===== src/rtl/pipe_chain.sv =====
// Elastic register chain carrying a WIDTH-bit payload through STAGES valid/ready stages.
// Define PIPE_CHAIN_SKID_EN to add a one-entry skid buffer ahead of stage 0 (registered in_ready).
module pipe_chain #(
    parameter int unsigned WIDTH     = 32,
    parameter int unsigned STAGES    = 2,
    parameter logic [31:0] NOP_VALUE = 32'h00000013
) (
    input  logic                          clk,
    input  logic                          rst,
    input  logic                          flush,
    input  logic                          in_valid,
    output logic                          in_ready,
    input  logic [WIDTH-1:0]              in_data,
    output logic                          out_valid,
    input  logic                          out_ready,
    output logic [WIDTH-1:0]              out_data,
    output logic [$clog2(STAGES+2)-1:0]   occupancy
);

    localparam int unsigned OCC_W = $clog2(STAGES + 2);
    localparam logic [WIDTH-1:0] NOP = WIDTH'(NOP_VALUE);

    logic [STAGES-1:0] valid_q;
    logic [WIDTH-1:0]  data_q [STAGES];
    logic [STAGES:0]   ready;
    logic [OCC_W-1:0]  occ_q;
    logic [OCC_W-1:0]  occ_d;

    logic              in_xfer;
    logic              out_xfer;
    logic              src_valid;
    logic [WIDTH-1:0]  src_data;

    assign in_xfer   = in_valid && in_ready;
    assign out_valid = valid_q[STAGES-1];
    assign out_data  = data_q[STAGES-1];
    assign out_xfer  = out_valid && out_ready;
    assign occupancy = occ_q;

    // An empty stage always accepts, which squeezes bubbles out under backpressure.
    always_comb begin
        ready = '0;
        ready[STAGES] = out_ready;
        for (int i = int'(STAGES) - 1; i >= 0; i--) begin
            ready[i] = !valid_q[i] || ready[i+1];
        end
    end

`ifdef PIPE_CHAIN_SKID_EN
    logic             skid_valid_q;
    logic [WIDTH-1:0] skid_data_q;

    // in_ready comes from register state only, so out_ready never reaches it.
    assign in_ready = !skid_valid_q && !flush && !rst;

    always_comb begin
        src_valid = skid_valid_q || in_xfer;
        src_data  = skid_valid_q ? skid_data_q : in_data;
    end

    always_ff @(posedge clk or posedge rst) begin
        if (rst) begin
            skid_valid_q <= 1'b0;
            skid_data_q  <= NOP;
        end else if (flush) begin
            skid_valid_q <= 1'b0;
            skid_data_q  <= NOP;
        end else if (skid_valid_q && ready[0]) begin
            skid_valid_q <= 1'b0;
        end else if (in_xfer && !ready[0]) begin
            skid_valid_q <= 1'b1;
            skid_data_q  <= in_data;
        end
    end
`else
    assign in_ready = ready[0] && !flush && !rst;

    always_comb begin
        src_valid = in_xfer;
        src_data  = in_data;
    end
`endif

    always_ff @(posedge clk or posedge rst) begin
        if (rst) begin
            valid_q <= '0;
            for (int i = 0; i < int'(STAGES); i++) begin
                data_q[i] <= NOP;
            end
        end else if (flush) begin
            valid_q <= '0;
            for (int i = 0; i < int'(STAGES); i++) begin
                data_q[i] <= NOP;
            end
        end else begin
            if (ready[0]) begin
                valid_q[0] <= src_valid;
                if (src_valid) begin
                    data_q[0] <= src_data;
                end
            end
            // Invalid upstream leaves a bubble but keeps the old data in place.
            for (int i = 1; i < int'(STAGES); i++) begin
                if (ready[i]) begin
                    valid_q[i] <= valid_q[i-1];
                    if (valid_q[i-1]) begin
                        data_q[i] <= data_q[i-1];
                    end
                end
            end
        end
    end

    always_comb begin
        occ_d = occ_q + OCC_W'(in_xfer) - OCC_W'(out_xfer);
    end

    always_ff @(posedge clk or posedge rst) begin
        if (rst) begin
            occ_q <= '0;
        end else if (flush) begin
            occ_q <= '0;
        end else begin
            occ_q <= occ_d;
        end
    end

endmodule


===== config.mk =====
export PLATFORM = sky130hd
export DESIGN_NAME = pipe_chain
export DESIGN_NICKNAME = d
export VERILOG_FILES = /design/src/rtl/pipe_chain.sv
export SDC_FILE = /design/constraint.sdc
export NUM_CORES = 1
export LEC_CHECK = 0
export ABC_CLOCK_PERIOD_IN_PS = 2200
export BUFFER_PORTS_ARGS = -buffer_cell sky130_fd_sc_hd__buf_2
export CORE_ASPECT_RATIO = 1.5
export CORE_MARGIN = 4
export CORE_UTILIZATION = 55
export CTS_BUF_LIST = sky130_fd_sc_hd__clkbuf_8
export DETAILED_ROUTE_END_ITERATION = 7
export PLACE_DENSITY = 0.91
export SKIP_CTS_REPAIR_TIMING = 1
export SKIP_LAST_GASP = 1
export SLEW_MARGIN = 0
export SYNTH_ARGS = -nofsm -noshare
export SYNTH_HDL_FRONTEND = slang
export SYNTH_SLANG_ARGS = --single-unit

===== constraint.sdc =====
create_clock -name clk -period 2.2 [get_ports clk]
set_input_delay 0.22 -clock clk [delete_from_list [all_inputs] [get_ports clk]]
set_output_delay 0.22 -clock clk [all_outputs]
set_load 0.005 [all_outputs]

Word level (Yosys, flattened, before mapping)
Cells that the tools add are included.
- bits in registers: 68
- output and inout bits: 36
- logic and storage cells: 32
- add/subtract/negate cells: 2
- muxes and demuxes: 9
- reduce and logical (&&, ||, !) cells: 16
- operators with widths (cell ; number):
    2-to-1 mux 32 bit ; 4
    2-to-1 mux 64 bit ; 1
    nonzero test 2 bit ; 4
    logical AND 1 bit ; 4
    logical NOT 1 bit ; 4
    2-to-1 mux 2 bit ; 2
    AND reduction 2 bit ; 2
    adder 2 x 1 -> 2 bit ; 1
    logical OR 1 bit ; 2
    2-to-1 mux 1 bit ; 2
    subtractor 2 x 1 -> 2 bit ; 1

Longest topological paths before layout
- depth after elaboration: 9
- depth in mapped cells: 8

Worst setup path after synthesis
Ideal clock, no wire load.
- kind: register -> register
- start point: reg valid_q[1]
- end point: reg occ_q[0], in the netlist occupancy[0]
- data required time: 2.079 ns
- path slack: 0.471 ns
- arrival time: 1.607 ns
- library setup time: 0.121 ns
- cell stages (with the launch flop): 8
- period minus slack after synthesis: 1.729 ns
- path through: dfrtp_1 nand3b_1 nand2_4 buf_6 ha_1 inv_1 ha_1 nor2b_1
- cells in the longest elaborated chain, start to end: 9
- elaborated cells between the ends (all ways): 10
- classes of those cells: add/sub (2); mux (1); reduce/logical (7)
- RTL lines (what ; line ; text):
    start: declaration ; 23 ; logic [STAGES-1:0] valid_q;
    start signal: indexed assignment ; 105 ; valid_q[i] <= valid_q[i-1];
    logical NOT 1 bit ; 45 ; ready[i] = !valid_q[i] || ready[i+1];
    logical OR 1 bit (2 in a row) ; 45 ;
    logical AND 1 bit (2 in a row) ; 76 ; assign in_ready = ready[0] && !flush && !rst;
    logical AND 1 bit ; 34 ; assign in_xfer = in_valid && in_ready;
    adder 2 x 1 -> 2 bit ; 115 ; occ_d = occ_q + OCC_W'(in_xfer) - OCC_W'(out_xfer);
    subtractor 2 x 1 -> 2 bit * ; 115 ;
    2-to-1 mux 2 bit * ; 121 ; end else if (flush) begin
    end signal: assignment ; 120 ; occ_q <= '0;
    end signal: assignment ; 122 ; occ_q <= '0;
    end signal: assignment ; 124 ; occ_q <= occ_d;
    end: declaration ; 26 ; logic [OCC_W-1:0] occ_q;
Every way passes the cells marked *; elsewhere a longest branch is shown, timed or not.
A chain may end at the register's enable or synchronous reset.

Worst setup path in the final report
- start point: reg valid_q[0]
- end point: reg occ_q[1], in the netlist occupancy[1]
- cells in the longest elaborated chain, start to end: 8
- RTL lines (what ; line ; text):
    start signal: assignment ; 97 ; valid_q[0] <= src_valid;
    start signal: indexed assignment ; 105 ;
    logical NOT 1 bit ; 45 ;
    logical OR 1 bit ; 45 ;
    logical AND 1 bit (2 in a row) ; 76 ;
    logical AND 1 bit ; 34 ;
    adder 2 x 1 -> 2 bit ; 115 ;
    subtractor 2 x 1 -> 2 bit ; 115 ;
    2-to-1 mux 2 bit ; 121 ;
Every way passes these cells.

==> results.toml <==
[pwr]
ir_drop_mv = 0.534
p_per_area_nw_per_um2 = 729
power.leakage_uw = 0.00183

[floorplan]
die_h_um = 99.7
rows = 33
start_util = 0.566
coreArea_um2 = 5450
fp.dieW_um = 69.1
die_area_um2 = 6890
pin_count = 73

[finish]
nets = 325
antenna_cells = 0
drive_gt1_frac = 0.440
syn_to_final_growth_pct = 12.5

[timing]
grt_setup_unrepaired = "no"
min_period_ns = 1.84
fmax_mhz = 544
tightest_slew_ns = 0.416
skew_ns = 0.00955
setup_ws_ns = 0.362
fin_setup_tns_ns = 0
fin_hold_ws_ns = -0.0330
hold_viol_final = 22
timing.final.setup_violations = 0
slew_violations = 0
min_period_over_period = 0.835
relSlewSlack = 0.723

[grt]
overflow = 0
grt_pass1_vias = 2038
antenna_found_initial = 0
track_usage = 0.189
grt_pass1_wl_um = 10200
grt_start_max_net_pins = 69

[run]
maxCapViolations = 0

[routing]
drtIter0Drc = 85
viasPerCell = 5.41
wl_um = 5900
antenna_left = 0
drcViolationCount = 0
via_count = 1954
wl_per_cell_um = 16.3
first_pass_iters = 4

[synthesis]
synth-edff-count = 0
synthCells = 244
ys.warnings.count = 0
synth.area.top_cells = "dfrtp_1 50%, a22o_1 8.2%, buf_4 8.0%"
syn_area_per_cell_um2 = 12.6
synth.distinct_cells = 29
syn-num-nets = 283
syn_area_um2 = 3080
yosysMostFrequentCell = "dfrtp_1"
synth_async_sr_flop_share = 1.00
synth_top_area_frac = 0.503
synth_top_cell_by_area = "dfrtp_1"
synthFlopType = "dfrtp_1"
ys_seq_area_frac = 0.554
synth_common_cells = "62 x dfrtp_1, 33 x buf_4, 29 x a22o_1"
synth_seq_cells = 68

[clock_tree]
cts.path.max_buffers = 2
path_clk_slew_ns = 0.07
clock_sinks = 68
root_buffer = "clkbuf_8"
cts_buffers = 9
clkLatencyLatePin_ns = 0.34
htree_levels = 3
cts_tree = "built"

[min_path]
hp-class = "in -> async"

[critical_path]
slowest_delay_ns = 0.44
crit_slowest_cell = "dfrtp_1"
path_cells = "nand3b_1, nand2_4, ha_1, inv_1, ha_1, xnor2_1, nor2_1"
regToRegEndpoint = "occupancy[1]$_DFF_PP0_"
path_buf_inv = 1
critPathKind = "reg -> reg"
r2r_slack_ns = 0.36
critPathTopFamily = "simple AND/OR/NAND/NOR gates"
worst-path-max-fanout = 14
crit_top_cell = "ha_1"
start_kind = "register"
crit_arrival_ns = 2.05
r2r-start = "valid_q[0]$_DFFE_PP0P_"
cp.required_ns = 2.41
reg2reg_depth = 7
end_kind = "register"

[run_status]
status = "finished with violations"
violations = "hold timing"

[placement]
finalWeightedCongestion = 0.790
place_ws_ns = 0.344
place.detailed.hpwl_um = 4010
portBuffers = 72
[how the worst max path moves through the flow]
stage | from | end | slack (ns) | cells after the start
6_report | valid_q[0]$_DFFE_PP0P_ | occupancy[1]$_DFF_PP0_ | 0.36 | 7
5_1_grt | valid_q[0]$_DFFE_PP0P_ | data_q[54]$_DFFE_PP0P_ | 0.24 | 4
3_5_place_dp | rst | occupancy[1]$_DFF_PP0_ | 0.34 | 8
3_3_place_gp | flush | occupancy[0]$_DFF_PP0_ | 0.42 | 7
2_1_floorplan | rst | data_q[34]$_DFFE_PP0P_ | 0.28 | 1
4_1_cts | valid_q[0]$_DFFE_PP0P_ | occupancy[1]$_DFF_PP0_ | 0.38 | 7
[sequential cells by signal (all words and copies together), names as in the netlist]
name / cells
occupancy: 2
out_data: 32
valid_q: 2
data_q: 32
[metal layers]
layer / vias to the layer above / share of wire / GRT usage
met1: 979 / 0.40 / 0.232
met3: 14 / 0.051 / 0.0485
li1: 908 / - / -
met2: 53 / 0.52 / 0.314
met4: 0 / 0.023 / 0.0842
met5: - / 0 / 0
[cell families after synthesis]
logic type | count (synthesis) | share of synthesized area
xor+xnor | 2 | 0.00568
mux | 23 | 0.102
buf+inv | 48 | 0.106
fa+ha+maj | 2 | 0.00812
simple gates | 51 | 0.103
compound gates | 50 | 0.121
flops | 68 | 0.554
[worst register-to-register path, stage by stage (launching register included)]
cell      delay [ns]
dfrtp_1         0.44
nand3b_1        0.29
nand2_4         0.23
ha_1            0.34
inv_1           0.04
ha_1            0.18
xnor2_1         0.16
nor2_1          0.05
[report_power, final]
part           internal (µW)  switching, µW  leakage [µW]  total [µW]
Sequential              1290           21.7      0.000915        1310
Clock                    551            463     0.0000983        1010
Combinational           97.2            105      0.000820         203
Total                   1940            590       0.00183        2530
[metrics by stage]
stage	std cells	utilization	hold WS, ns	total power (µW)	cell area [µm²]
floorplan	244	-	0.362	1470	3080
global placement	345	0.600	0.357	1530	3270
detailed placement	345	0.600	0.362	1540	3270
CTS	361	0.637	-0.0102	2560	3470
global route	361	0.637	0.0184	2630	3470
finish	361	0.637	-0.0330	2530	3470
[layout make-up]
type                            instances  area, µm²
Inverter                                2       7.51
Clock inverter                          6       63.8
Multi-Input combinational cell        128       1050
Clock buffer                           10        138
Fill cell                             444       1980
Tap cell                               70       87.6
Sequential cell                        68       1710
Timing Repair Buffer                   77        410
[cells in the final DEF, fill, tap and decap left out, drive strengths merged, types with 2 or more instances in the layout]
master,instances
inv,2
clkbuf,10
ha,2
nor2,7
dfstp,6
dfrtp,62
buf,77
and2b,3
mux2,23
o22a,3
nand3,6
clkinvlp,2
nor3,4
a21oi,10
nand2b,3
nor2b,22
a22o,29
o21ai,7
clkinv,3
No activity file was read; power rests on OpenSTA's default activity.
